===== config.mk =====
export PLATFORM = sky130hd
export DESIGN_NAME = key_conditioner_flat
export DESIGN_NICKNAME = d
export VERILOG_FILES = /design/src/rtl/key_conditioner_if.sv /design/src/rtl/key_conditioner.sv /design/src/flat_wrapper.sv
export SDC_FILE = /design/constraint.sdc
export NUM_CORES = 1
export LEC_CHECK = 0
export BUFFER_PORTS_ARGS = -buffer_cell sky130_fd_sc_hd__buf_2
export CAP_MARGIN = 25
export CORE_UTILIZATION = 45
export DETAILED_ROUTE_END_ITERATION = 6
export GPL_ROUTABILITY_DRIVEN = 0
export PLACE_DENSITY_LB_ADDON = 0.2
export SYNTH_ARGS = -nofsm -noshare
export SYNTH_HDL_FRONTEND = slang
export SYNTH_SLANG_ARGS = --single-unit

===== constraint.sdc =====
create_clock -name CLOCK_50 -period 2.8 [get_ports CLOCK_50]
set_input_delay 0.42 -clock CLOCK_50 [delete_from_list [all_inputs] [get_ports CLOCK_50]]
set_output_delay 0.42 -clock CLOCK_50 [all_outputs]
set_load 0.01 [all_outputs]

===== src/rtl/key_conditioner_if.sv =====
// Push-button bundle between the raw board keys and the conditioned key events.
interface key_conditioner_if #(
  parameter int unsigned N_KEYS = 4
);
  logic [N_KEYS-1:0] KEY;          // raw asynchronous buttons
  logic [N_KEYS-1:0] key_level;    // debounced level, 1 = pressed
  logic [N_KEYS-1:0] key_press;    // 1-cycle pulse on accepted press
  logic [N_KEYS-1:0] key_release;  // 1-cycle pulse on accepted release
  logic [N_KEYS-1:0] key_repeat;   // 1-cycle auto-repeat pulse while held
  logic [N_KEYS-1:0] key_event;    // press or repeat, drives increment logic

  // Button side: drives raw keys, consumes conditioned events.
  modport master (
    output KEY,
    input  key_level, key_press, key_release, key_repeat, key_event
  );

  // Conditioner side: samples raw keys, produces conditioned events.
  modport slave (
    input  KEY,
    output key_level, key_press, key_release, key_repeat, key_event
  );
endinterface


===== src/rtl/key_conditioner.sv =====
// Per-key synchronizer, debouncer and auto-repeat generator for board push-buttons.
// Each channel is independent; every output is registered on CLOCK_50.
module key_conditioner #(
  parameter int unsigned N_KEYS          = 4,
  parameter int unsigned DEBOUNCE_CYCLES = 1000000,
  parameter int unsigned ACTIVE_LOW      = 1,
  parameter int unsigned REPEAT_EN       = 1,
  parameter int unsigned REPEAT_DELAY    = 25000000,
  parameter int unsigned REPEAT_PERIOD   = 5000000
) (
  input logic              CLOCK_50,
  input logic              reset,
  key_conditioner_if.slave kif
);

  localparam int unsigned DEB_W   = $clog2(DEBOUNCE_CYCLES + 1);
  localparam int unsigned RPT_MAX = (REPEAT_DELAY > REPEAT_PERIOD) ? REPEAT_DELAY : REPEAT_PERIOD;
  localparam int unsigned RPT_W   = $clog2(RPT_MAX + 1);

  localparam logic [DEB_W-1:0] DEB_LAST    = DEB_W'(DEBOUNCE_CYCLES - 1);
  localparam logic [RPT_W-1:0] DELAY_LAST  = RPT_W'(REPEAT_DELAY - 1);
  localparam logic [RPT_W-1:0] PERIOD_LAST = RPT_W'(REPEAT_PERIOD - 1);
  localparam logic             RAW_IDLE    = (ACTIVE_LOW != 0);
  localparam logic             RPT_ON      = (REPEAT_EN != 0);

  typedef enum logic [1:0] {
    RPT_IDLE   = 2'd0,
    RPT_DELAY  = 2'd1,
    RPT_REPEAT = 2'd2
  } rpt_state_e;

  logic [N_KEYS-1:0] level_w;
  logic [N_KEYS-1:0] press_w;
  logic [N_KEYS-1:0] release_w;
  logic [N_KEYS-1:0] repeat_w;
  logic [N_KEYS-1:0] event_w;

  for (genvar i = 0; i < N_KEYS; i++) begin : g_key
    logic             sync1_q;
    logic             sync2_q;
    logic             sync_n_q;
    logic             sync_n_d;
    logic [DEB_W-1:0] deb_cnt_q;
    logic             level_q;
    logic             press_q;
    logic             release_q;
    logic             repeat_q;
    logic             event_q;
    rpt_state_e       rpt_state_q;
    logic [RPT_W-1:0] rpt_cnt_q;
    logic             mismatch_c;
    logic             accept_c;
    logic             press_c;
    logic             release_c;

    // Polarity normalization: sync_n is 1 whenever the key is pressed.
    assign sync_n_d   = RAW_IDLE ? ~sync2_q : sync2_q;
    assign mismatch_c = (sync_n_q != level_q);
    assign accept_c   = mismatch_c && (deb_cnt_q == DEB_LAST);
    assign press_c    = accept_c && !level_q;
    assign release_c  = accept_c && level_q;

    // Synchronizer, debounce counter, accepted level and press/release pulses.
    always_ff @(posedge CLOCK_50) begin
      if (reset) begin
        sync1_q   <= RAW_IDLE;
        sync2_q   <= RAW_IDLE;
        sync_n_q  <= 1'b0;
        deb_cnt_q <= '0;
        level_q   <= 1'b0;
        press_q   <= 1'b0;
        release_q <= 1'b0;
      end else begin
        sync1_q   <= kif.KEY[i];
        sync2_q   <= sync1_q;
        sync_n_q  <= sync_n_d;
        press_q   <= press_c;
        release_q <= release_c;
        if (!mismatch_c) begin
          deb_cnt_q <= '0;
        end else if (accept_c) begin
          deb_cnt_q <= '0;
          level_q   <= ~level_q;
        end else begin
          deb_cnt_q <= deb_cnt_q + DEB_W'(1);
        end
      end
    end

    // Auto-repeat FSM; a release in the same cycle always wins over a repeat.
    always_ff @(posedge CLOCK_50) begin
      if (reset) begin
        rpt_state_q <= RPT_IDLE;
        rpt_cnt_q   <= '0;
        repeat_q    <= 1'b0;
        event_q     <= 1'b0;
      end else begin
        repeat_q <= 1'b0;
        event_q  <= press_c;
        if (!RPT_ON || release_c) begin
          rpt_state_q <= RPT_IDLE;
          rpt_cnt_q   <= '0;
        end else if (press_c) begin
          rpt_state_q <= RPT_DELAY;
          rpt_cnt_q   <= '0;
        end else begin
          case (rpt_state_q)
            RPT_DELAY: begin
              if (rpt_cnt_q == DELAY_LAST) begin
                repeat_q    <= 1'b1;
                event_q     <= 1'b1;
                rpt_state_q <= RPT_REPEAT;
                rpt_cnt_q   <= '0;
              end else begin
                rpt_cnt_q <= rpt_cnt_q + RPT_W'(1);
              end
            end
            RPT_REPEAT: begin
              if (rpt_cnt_q == PERIOD_LAST) begin
                repeat_q  <= 1'b1;
                event_q   <= 1'b1;
                rpt_cnt_q <= '0;
              end else begin
                rpt_cnt_q <= rpt_cnt_q + RPT_W'(1);
              end
            end
            default: begin
              rpt_state_q <= RPT_IDLE;
              rpt_cnt_q   <= '0;
            end
          endcase
        end
      end
    end

    assign level_w[i]   = level_q;
    assign press_w[i]   = press_q;
    assign release_w[i] = release_q;
    assign repeat_w[i]  = repeat_q;
    assign event_w[i]   = event_q;
  end

  assign kif.key_level   = level_w;
  assign kif.key_press   = press_w;
  assign kif.key_release = release_w;
  assign kif.key_repeat  = repeat_w;
  assign kif.key_event   = event_w;

endmodule


===== src/flat_wrapper.sv =====
// flat-port wrapper written by rule: the top's interface ports become plain ports
module key_conditioner_flat 
#(
  parameter int unsigned N_KEYS          = 4,
  parameter int unsigned DEBOUNCE_CYCLES = 1000000,
  parameter int unsigned ACTIVE_LOW      = 1,
  parameter int unsigned REPEAT_EN       = 1,
  parameter int unsigned REPEAT_DELAY    = 25000000,
  parameter int unsigned REPEAT_PERIOD   = 5000000
)
  (CLOCK_50, reset, kif_KEY, kif_key_level, kif_key_press, kif_key_release, kif_key_repeat, kif_key_event);
  key_conditioner_if #(.N_KEYS(N_KEYS)) kif_i ();
  input logic CLOCK_50;
  input logic reset;
  input wire logic [$bits(kif_i.KEY)-1:0] kif_KEY;
  output wire logic [$bits(kif_i.key_level)-1:0] kif_key_level;
  output wire logic [$bits(kif_i.key_press)-1:0] kif_key_press;
  output wire logic [$bits(kif_i.key_release)-1:0] kif_key_release;
  output wire logic [$bits(kif_i.key_repeat)-1:0] kif_key_repeat;
  output wire logic [$bits(kif_i.key_event)-1:0] kif_key_event;
  assign kif_i.KEY = kif_KEY;
  assign kif_key_level = kif_i.key_level;
  assign kif_key_press = kif_i.key_press;
  assign kif_key_release = kif_i.key_release;
  assign kif_key_repeat = kif_i.key_repeat;
  assign kif_key_event = kif_i.key_event;
  key_conditioner #(.N_KEYS(N_KEYS), .DEBOUNCE_CYCLES(DEBOUNCE_CYCLES), .ACTIVE_LOW(ACTIVE_LOW), .REPEAT_EN(REPEAT_EN), .REPEAT_DELAY(REPEAT_DELAY), .REPEAT_PERIOD(REPEAT_PERIOD)) u_core (.CLOCK_50(CLOCK_50), .reset(reset), .kif(kif_i));
endmodule

==> impl_metrics.py, run 1 <==
metrics = {
    "sta": {
        "final-hold-violation-count": 0,
        "fin_skew_ns": 0.0195,
        "final.setup.worst_slack_ns": 0.391,
        "fin_crit_sh_pct": 86.0,
        "timing.final.max_slew_violations": 0,
        "worstMarginPinSlew_ns": 0.697,
        "period_needed_ns": 2.41,
        "report.final.setup_viol": 0,
        "slew_headroom_pct": 53.2,
        "setup_tns_ns": 0,
        "rsz0062_at_grt": "no",
        "max_freq_ghz": 0.415,
    },
    "power": {
        "peakVddDrop_mv": 0.473,
        "power_density_nw_per_um2": 580,
        "p_leak_nw": 3.51,
    },
    "synth": {
        "synth_cell_types": 55,
        "synth.area.mux_share_pct": 0,
        "synth_xor_area_share_pct": 15.7,
        "synth_common_cells": "dfxtp_1, nor2_1, xor2_1, xnor2_1, nand3_1",
        "async_reset_ff_share_pct": 0,
        "seq_area_frac_synth_pct": 45.9,
        "synth_simple_gate_area_share_pct": 29.7,
        "synth.most_common_cell": "dfxtp_1",
        "synth_nets": 1099,
        "synth-seq-cells": 220,
        "syn-mean-instance-area_um2": 8.91,
        "synthAdderAreaFrac_pct": 2.09,
        "synth_top_family_by_area": "simple AND/OR/NAND/NOR gates",
        "synth_compound_area_share_pct": 2.53,
        "syn_area_um2": 9600,
        "synth_edf_count": 0,
        "synth_area_leaders": "dfxtp_1, nor2_1, xor2_1",
        "synth_top_area_share_pct": 45.9,
        "postSynthCellCount": 1077,
        "synth_top_cell_by_area": "dfxtp_1",
        "ys.flop_type": "dfxtp_1",
        "ys_warn_count": 0,
    },
    "setup_path": {
        "cp.required_ns": 3.19,
        "critical_path_arrival_ns": 2.80,
        "r2r_end": "u_core.g_key[2].rpt_cnt_q[17]",
        "slowest_stage": "or4_4",
        "r2r_start": "u_core.g_key[2].rpt_cnt_q[10]",
        "cp_cell_sequence": "or4_1 -> or4_4 -> o21ai_0 -> a2111o_1 -> buf_4 -> nor2_1",
        "worstSetupEndpointType": "flop",
        "path_class": "flop to flop",
        "worst_setup_path_start_kind": "flop",
        "cp_max_fo": 9,
        "worst-path-buf-inv": 1,
        "reg2reg_depth": 6,
        "r2r_setup_slack_ns": 0.39,
        "cp_slowest_stage_delay_ns": 0.55,
        "path_delay_family": "simple AND/OR/NAND/NOR gates",
    },
    "final_layout": {
        "drive_above_1_share_pct": 9.81,
        "fin_nets": 1116,
        "insertedDiodeCount": 0,
        "finalInstanceArea_um2": 10700,
        "final_core_util_pct": 51.0,
        "area_delta_synth_final_pct": 11.3,
    },
    "clocking": {
        "cts-resized-gates": 0,
        "post_cts_buffers": 0,
        "worstSkewPairLatency_ns": 0.51,
        "cts_max_level": 1,
        "cts.sinks": 220,
        "clk_pin_slew_ns": 0.06,
        "cts_tree": "built",
        "clk_path_buf_depth": 3,
        "cts-root-buf": "clkbuf_16",
        "cts_buffers": 24,
        "ctsHoldBuffers": 0,
    },
    "floorplan": {
        "rows": 53,
        "boundaryPins": 26,
        "core_um2": 21000,
        "initial_core_util_pct": 45.8,
        "die-height_um": 148,
        "die_w_um": 148,
        "fp.dieArea_um2": 21900,
    },
    "global_route": {
        "met3_usage_pct": 3.04,
        "grt.busiest_layer": "met2",
        "antenna_found_initial": 0,
        "grt-ovfl-total": 0,
        "grt_pass1_wl_um": 30100,
        "use_met2_pct": 27.5,
        "grt_pass1_vias": 6708,
        "grt_usage_pct": 16.0,
        "grt_max_degree": 26,
        "grt_use_met1_pct": 20.6,
    },
    "job": {
        "cap_viol_max_count": 0,
    },
    "drt": {
        "wl_per_cell_um": 12.4,
        "vias": 7006,
        "drcViolationCount": 0,
        "detail-route-antenna-nets": 0,
        "drtIter0Drc": 235,
        "firstDrtPassIters": 4,
        "routed_via_density": 5.05,
        "wirelength_um": 17200,
    },
    "placed_design": {
        "portBuffers": 25,
        "place_area_um2": 9910,
        "place_ws_ns": 0.374,
        "dp_hpwl_um": 11800,
    },
    "hold_path": {
        "min-delay-start": "kif_KEY[3]",
        "min_delay_path_depth": 2,
        "hold_path_end": "u_core.g_key[3].sync1_q",
        "hold_class": "primary input to flop",
    },
    "status": {
        "status": "finished, final reports clean",
    },
}
## worst reg2reg max path: stages, from the launching register on
cell and delay (ns):
dfxtp_1 0.35, or4_1 0.52, or4_4 0.55, o21ai_0 0.23
a2111o_1 0.36, buf_4 0.23, nor2_1 0.06
## cells in the final DEF, fill, tap and decap left out, types with 5 or more instances in the layout
cell type	count
dfxtp_1	220
nor2_1	219
xor2_1	89
xnor2_1	83
nand3_1	62
nand2_1	61
nand4_1	47
inv_1	34
and3_1	26
nor3_1	25
buf_2	25
clkbuf_16	24
nor4_1	23
and4_1	19
ha_1	16
buf_4	14
or2_2	13
clkinv_2	9
and2_1	8
nor3b_1	7
or4_1	7
or3_1	6
nand2b_1	6
clkbuf_8	5
## per-layer routing
metal / vias to the layer above / routed length (um)
met4: 0 / 291
met5: - / 0
met1: 3245 / 8610
met2: 62 / 7710
met3: 23 / 560
li1: 3676 / -
## power by group
group	total, mW	internal (mW)	leakage [nW]	switching, mW
Combinational	0.0334	0.0116	1.35	0.0217
Sequential	3.14	3.14	1.77	0.00294
Clock	3.03	1.80	0.391	1.23
## logic make-up after synthesis
group,count (synthesis)
fa+ha+maj,16
buf+inv,82
simple gates,559
xor+xnor,172
flops,220
compound gates,28
## state kept, by name (all words and copies together) (netlist names)
signal	count
u_core.g_key.deb_cnt_q	80
u_core.g_key.sync1_q	4
u_core.g_key.sync_n_q	4
u_core.g_key.event_q	4
u_core.g_key.repeat_q	4
u_core.g_key.press_q	4
u_core.g_key.rpt_cnt_q	100
u_core.g_key.level_q	4
u_core.g_key.rpt_state_q	8
u_core.g_key.release_q	4
u_core.g_key.sync2_q	4
## metrics by stage
stage	instances	total power [mW]	hold slack [ns]
6_report	1386	6.20	0.0920
5_1_grt	1386	6.44	0.0691
4_1_cts	1386	6.31	0.0688
3_5_place_dp	1343	3.24	0.370
3_3_place_gp	1343	3.24	0.371
2_1_floorplan	1077	3.23	0.363
## area by class of cell
cell class                 instances  area [um2]
fill                            2056       10300
inverter                          34         128
clock buffer                      32         681
clock inverter                    11        91.3
multi-input combinational        775        4800
timing repair buffer              39         230
tap                              275         344
sequential                       220        4400
## how the worst max path moves through the flow
stage / from / end / slack (ns) / cells past startpoint
floorplan: u_core.g_key[2].rpt_cnt_q[10] / u_core.g_key[2].event_q / 0.52 / 5
global placement: u_core.g_key[2].rpt_cnt_q[10] / u_core.g_key[2].rpt_cnt_q[18] / 0.42 / 6
detailed placement: u_core.g_key[2].rpt_cnt_q[10] / u_core.g_key[2].rpt_cnt_q[17] / 0.37 / 6
CTS: u_core.g_key[2].rpt_cnt_q[10] / u_core.g_key[2].rpt_cnt_q[17] / 0.37 / 6
global route: u_core.g_key[2].rpt_cnt_q[10] / u_core.g_key[2].rpt_cnt_q[2] / 0.27 / 6
finish: u_core.g_key[2].rpt_cnt_q[10] / u_core.g_key[2].rpt_cnt_q[17] / 0.39 / 6
(Power assumes the default switching activity.)
==> run 2, diff against run 1 <==
--- a/config.mk
+++ b/config.mk
@@ -8,8 +8,10 @@
 export BUFFER_PORTS_ARGS = -buffer_cell sky130_fd_sc_hd__buf_2
 export CAP_MARGIN = 25
 export CORE_UTILIZATION = 45
+export CTS_BUF_LIST = sky130_fd_sc_hd__clkbuf_16
 export DETAILED_ROUTE_END_ITERATION = 6
 export GPL_ROUTABILITY_DRIVEN = 0
+export GPL_TIMING_DRIVEN = 1
 export PLACE_DENSITY_LB_ADDON = 0.2
 export SYNTH_ARGS = -nofsm -noshare
 export SYNTH_HDL_FRONTEND = slang
==> impl_metrics.py, run 2 (synthesis results as in run 1) <==
metrics = {
    "status": {
        "status": "finished, final reports clean",
    },
    "job": {
        "cap_viol_max_count": 0,
    },
    "final_layout": {
        "area_delta_synth_final_pct": 10.8,
        "finalInstanceArea_um2": 10600,
        "layout_common_cells": "dfxtp_1, nor2_1, xor2_1",
        "largest_reg_flops": 100,
        "drive_above_1_share_pct": 9.36,
        "fin_nets": 1116,
        "top_regs": "u_core.g_key.rpt_cnt_q: 100 flops, u_core.g_key.deb_cnt_q: 80 flops, u_core.g_key.rpt_state_q: 8 flops",
        "regArea_um2": 4400,
        "multi_input_area_um2": 4800,
        "regMostFlops": "u_core.g_key.rpt_cnt_q",
        "finalNonFillerCells": 1386,
        "insertedDiodeCount": 0,
        "nFillCells": 2067,
        "final_common_cell": "dfxtp_1",
    },
    "global_route": {
        "grt_pass1_wl_um": 30100,
        "grt_usage_pct": 16.1,
        "grt_max_degree": 26,
        "grt-ovfl-total": 0,
        "grt_pass1_vias": 6725,
        "antenna_found_initial": 0,
    },
    "drt": {
        "wl_per_cell_um": 12.4,
        "firstDrtPassIters": 4,
        "vias": 7027,
        "wirelength_um": 17200,
        "routed_via_density": 5.07,
        "detail-route-antenna-nets": 0,
        "drtIter0Drc": 225,
        "drcViolationCount": 0,
    },
    "power": {
        "p_leak_nw": 3.50,
        "peakVddDrop_mv": 0.473,
        "power_density_nw_per_um2": 569,
        "total_power_mw": 6.05,
    },
    "placed_design": {
        "portBuffers": 25,
        "dp_hpwl_um": 11800,
        "dp_cells": 1343,
        "place_area_um2": 9910,
    },
    "sta": {
        "final-hold-violation-count": 0,
        "max_freq_ghz": 0.416,
        "worstMarginPinSlew_ns": 0.696,
        "fin_skew_ns": 0.0215,
        "report.final.setup_viol": 0,
        "fin_crit_sh_pct": 86.0,
        "period_needed_ns": 2.41,
        "slew_headroom_pct": 53.2,
        "rsz0062_at_grt": "no",
        "setup_tns_ns": 0,
        "timing.final.max_slew_violations": 0,
    },
    "clocking": {
        "clk_pin_slew_ns": 0.06,
        "cts_tree": "built",
        "cts_max_level": 1,
        "post_cts_buffers": 0,
        "worstSkewPairLatency_ns": 0.51,
        "clk_path_buf_depth": 3,
        "cts.sinks": 220,
        "cts-root-buf": "clkbuf_16",
        "cts-resized-gates": 0,
        "ctsHoldBuffers": 0,
        "cts_buffers": 24,
    },
    "setup_path": {
        "cp_slowest_stage_delay_ns": 0.55,
        "slowest_stage": "or4_4",
        "worst_setup_path_start_kind": "flop",
        "cp_cell_sequence": "or4_1 -> or4_4 -> o21ai_0 -> a2111o_1 -> buf_4 -> nor2_1",
        "cp_max_fo": 9,
        "path_class": "flop to flop",
        "critical_path_arrival_ns": 2.80,
        "path_delay_family": "simple AND/OR/NAND/NOR gates",
        "worst-path-buf-inv": 1,
        "worstSetupEndpointType": "flop",
        "cp.required_ns": 3.19,
    },
    "floorplan": {
        "boundaryPins": 26,
        "die_w_um": 148,
        "die-height_um": 148,
        "core_um2": 21000,
        "rows": 53,
        "initial_core_util_pct": 45.8,
        "fp.dieArea_um2": 21900,
    },
    "hold_path": {
        "hold_class": "primary input to flop",
    },
}
run 2: cell types whose count changed in the layout (fill, tap and decap cells not counted):
cell / change
clkbuf_8: -5
clkinv_1: +5
clkbuf_1: -3
inv_1: +3
run 2: layout make-up:
cell class              count  area share (%)
inverters                  34            1.20
well taps                 275            3.24
multi-input cells         775            45.2
flip-flops and latches    220            41.4
clock buffers              24            5.65
repair buffers             39            2.17
clock inverters            19            1.14
run 2: routing by layer:
metal | track usage, % | vias up | part of all wire (%)
met5 | 0 | - | 0
met4 | 4.33 | 0 | 1.9
met3 | 2.94 | 27 | 3.1
met2 | 27.6 | 64 | 45
met1 | 20.6 | 3259 | 50
li1 | - | 3677 | -
run 2: worst reg2reg max path: stages (launching register included):
cell and delay, ns:
dfxtp_1 0.35, or4_1 0.52, or4_4 0.55, o21ai_0 0.23
a2111o_1 0.36, buf_4 0.23, nor2_1 0.06
run 2: final timing paths:
kind | endpoint | depth (start not counted) | slack (ns) | startpoint
worst max-delay path | u_core.g_key[2].rpt_cnt_q[17] | 6 | 0.39 | u_core.g_key[2].rpt_cnt_q[10]
worst max register to register | u_core.g_key[2].rpt_cnt_q[17] | 6 | 0.39 | u_core.g_key[2].rpt_cnt_q[10]
worst min register to register | u_core.g_key[1].sync_n_q | 1 | 0.37 | u_core.g_key[1].sync2_q
worst min-delay path | u_core.g_key[3].sync1_q | 2 | 0.09 | kif_KEY[3]
run 2: report_power, final:
group	leakage (nW)	switching [mW]	internal (mW)	total (mW)
clock network	0.376	1.22	1.65	2.87
registers	1.77	0.00294	3.14	3.14
logic	1.35	0.0217	0.0116	0.0333
run 2: metrics by stage:
| stage | hold slack (ns) | utilization [%] | setup WS, ns |
|---|---|---|---|
| after detailed placement | 0.370 | 47.3 | 0.374 |
| final | 0.0914 | 50.7 | 0.393 |
| after floorplan | 0.363 | - | 0.525 |
| after global placement | 0.371 | 47.3 | 0.419 |
| after global routing | 0.0695 | 50.7 | 0.271 |
| after CTS | 0.0665 | 50.7 | 0.367 |
==> run 3, diff against run 2 <==
--- a/config.mk
+++ b/config.mk
@@ -5,9 +5,10 @@
 export SDC_FILE = /design/constraint.sdc
 export NUM_CORES = 1
 export LEC_CHECK = 0
+export ABC_AREA = 1
 export BUFFER_PORTS_ARGS = -buffer_cell sky130_fd_sc_hd__buf_2
 export CAP_MARGIN = 25
-export CORE_UTILIZATION = 45
+export CORE_UTILIZATION = 50
 export CTS_BUF_LIST = sky130_fd_sc_hd__clkbuf_16
 export DETAILED_ROUTE_END_ITERATION = 6
 export GPL_ROUTABILITY_DRIVEN = 0
==> impl_metrics.py, run 3 <==
metrics = {
    "status": {
        "status": "finished, final reports clean",
    },
    "synth": {
        "synth_nets": 1589,
        "synth_common_cells": "nor2_1, nand2_1, dfxtp_1, inv_1, nand3_1",
        "synth_cell_types": 39,
        "synth.most_common_cell": "nor2_1",
        "synthAdderAreaFrac_pct": 1.81,
        "synth_simple_gate_area_share_pct": 37.2,
        "seq_area_frac_synth_pct": 39.7,
        "synth_area_leaders": "dfxtp_1, nor2_1, nand2_1",
        "ys_warn_count": 0,
        "ys.flop_type": "dfxtp_1",
        "synth_edf_count": 0,
        "async_reset_ff_share_pct": 0,
        "synth_compound_area_share_pct": 3.64,
        "synth_xor_area_share_pct": 8.13,
        "syn_area_um2": 11100,
        "synth_top_cell_by_area": "dfxtp_1",
        "synth.area.mux_share_pct": 0,
        "synth-seq-cells": 220,
        "synth_top_family_by_area": "simple AND/OR/NAND/NOR gates",
        "syn-mean-instance-area_um2": 7.07,
        "synth_top_area_share_pct": 39.7,
        "postSynthCellCount": 1567,
    },
    "floorplan": {
        "die-height_um": 151,
        "rows": 54,
        "core_um2": 21800,
        "boundaryPins": 26,
        "die_w_um": 151,
        "initial_core_util_pct": 50.9,
        "fp.dieArea_um2": 22800,
    },
    "clocking": {
        "clk_path_buf_depth": 3,
        "ctsHoldBuffers": 0,
        "worstSkewPairLatency_ns": 0.53,
        "cts_buffers": 25,
        "cts.sinks": 220,
        "clk_pin_slew_ns": 0.06,
        "cts-resized-gates": 0,
        "cts_max_level": 1,
        "cts_tree": "built",
        "post_cts_buffers": 0,
        "cts-root-buf": "clkbuf_16",
    },
    "setup_path": {
        "reg2reg_depth": 8,
        "critical_path_arrival_ns": 2.45,
        "cp_max_fo": 20,
        "r2r_end": "u_core.g_key[1].deb_cnt_q[16]",
        "r2r_setup_slack_ns": 0.74,
        "slowest_stage": "nand2_1",
        "cp.required_ns": 3.19,
        "path_class": "flop to flop",
        "r2r_start": "u_core.g_key[1].deb_cnt_q[0]",
        "worstSetupEndpointType": "flop",
        "cp_slowest_stage_delay_ns": 0.52,
        "worst_setup_path_start_kind": "flop",
        "cp_cell_sequence": "ha_1 -> nand3_2 -> nor2_1 -> nand3_2 -> nand2_1 -> inv_2 -> nand2_1 -> nor2_1",
    },
    "power": {
        "power_density_nw_per_um2": 531,
        "total_power_mw": 6.42,
        "p_leak_nw": 4.13,
        "peakVddDrop_mv": 0.476,
    },
    "placed_design": {
        "dp_hpwl_um": 16200,
        "portBuffers": 25,
        "place_area_um2": 11300,
    },
    "global_route": {
        "grt-ovfl-total": 0,
        "grt_max_degree": 26,
        "grt_usage_pct": 20.0,
        "antenna_found_initial": 0,
        "grt_pass1_vias": 8780,
        "grt_pass1_wl_um": 38200,
    },
    "sta": {
        "setup_tns_ns": 0,
        "slew_headroom_pct": 53.4,
        "final-hold-violation-count": 0,
        "fin_skew_ns": 0.0190,
        "worstMarginPinSlew_ns": 0.697,
        "fin_crit_sh_pct": 73.6,
        "period_needed_ns": 2.06,
        "rsz0062_at_grt": "no",
        "max_freq_ghz": 0.485,
        "timing.final.max_slew_violations": 0,
        "report.final.setup_viol": 0,
    },
    "job": {
        "cap_viol_max_count": 0,
    },
    "final_layout": {
        "regMostFlops": "u_core.g_key.rpt_cnt_q",
        "insertedDiodeCount": 0,
        "layout_common_cells": "nor2_1, nand2_1, dfxtp_1",
        "final_common_cell": "nor2_1",
        "finalInstanceArea_um2": 12100,
        "drive_above_1_share_pct": 9.18,
        "largest_reg_flops": 100,
        "fin_nets": 1604,
        "area_delta_synth_final_pct": 9.15,
        "top_regs": "u_core.g_key.rpt_cnt_q: 100 flops, u_core.g_key.deb_cnt_q: 80 flops, u_core.g_key.rpt_state_q: 8 flops",
    },
    "hold_path": {
        "hold_path_end": "u_core.g_key[3].sync1_q",
        "hold_class": "primary input to flop",
        "min-delay-start": "kif_KEY[3]",
        "min_delay_path_depth": 2,
    },
    "drt": {
        "routed_via_density": 4.93,
        "drcViolationCount": 0,
        "drtIter0Drc": 366,
        "wl_met2_um": 10400,
        "wl_per_cell_um": 11.8,
        "top_layer_used": "met4",
        "wl_met1_um": 10500,
        "dr_wl_met3_um": 864,
        "detail-route-antenna-nets": 0,
        "firstDrtPassIters": 5,
        "vias": 9278,
        "wirelength_um": 22200,
    },
}
[run 3: worst max-delay path by stage]
stage,start,endpoint,slack (ns)
5_1_grt,u_core.g_key[1].deb_cnt_q[0],u_core.g_key[1].deb_cnt_q[16],0.52
4_1_cts,u_core.g_key[1].deb_cnt_q[0],u_core.g_key[1].deb_cnt_q[16],0.73
3_5_place_dp,u_core.g_key[1].deb_cnt_q[0],u_core.g_key[1].deb_cnt_q[16],0.74
2_1_floorplan,u_core.g_key[3].deb_cnt_q[0],u_core.g_key[3].deb_cnt_q[10],1.19
3_3_place_gp,u_core.g_key[1].deb_cnt_q[0],u_core.g_key[1].deb_cnt_q[16],0.81
6_report,u_core.g_key[1].deb_cnt_q[0],u_core.g_key[1].deb_cnt_q[16],0.74
[run 3: where the power goes]
group          leakage (nW)  total, mW  switching, mW  internal (mW)
Combinational          1.96     0.0368         0.0247         0.0121
Sequential             1.77       3.14        0.00335           3.14
Clock                 0.400       3.25           1.33           1.92
Total                  4.13       6.42           1.35           5.07
[run 3: area by class of cell]
type                    instances  area [um2]
clock buffers                  25         626
flip-flops and latches        220        4400
inverters                     195         732
clock inverters                21         204
fillers                      2123        9660
well taps                     280         350
multi-input cells            1112        5630
repair buffers                 28         148
[run 3: per-layer routing]
metal  up-vias  global-route usage [%]
li1       4935                       -
met1      4182                    24.9
met3        35                    3.19
met2       126                    35.5
met5         -                       0
met4         0                    5.55
[run 3: worst max-delay path, delay by kind of cell (launching register included)]
family        cells  cell delay (ns)
simple gates      6             1.20
flops             1             0.41
fa+ha+maj         1             0.26
buf+inv           1             0.06
[run 3: through the flow]
step	utilization, %	instances	setup slack (ns)	hold slack [ns]
2_1_floorplan	-	1567	1.19	0.363
3_3_place_gp	51.8	1835	0.807	0.365
3_5_place_dp	51.8	1835	0.737	0.366
4_1_cts	55.6	1881	0.727	0.0569
5_1_grt	55.6	1881	0.521	0.0685
6_report	55.6	1881	0.738	0.0728
[run 3: logic make-up (layout without fill, tap and decap cells)]
kind of cell,Yosys count,count (layout)
compound gates,78,78
xor+xnor,102,102
fa+ha+maj,16,16
buf+inv,235,269
flops,220,220
simple gates,916,916
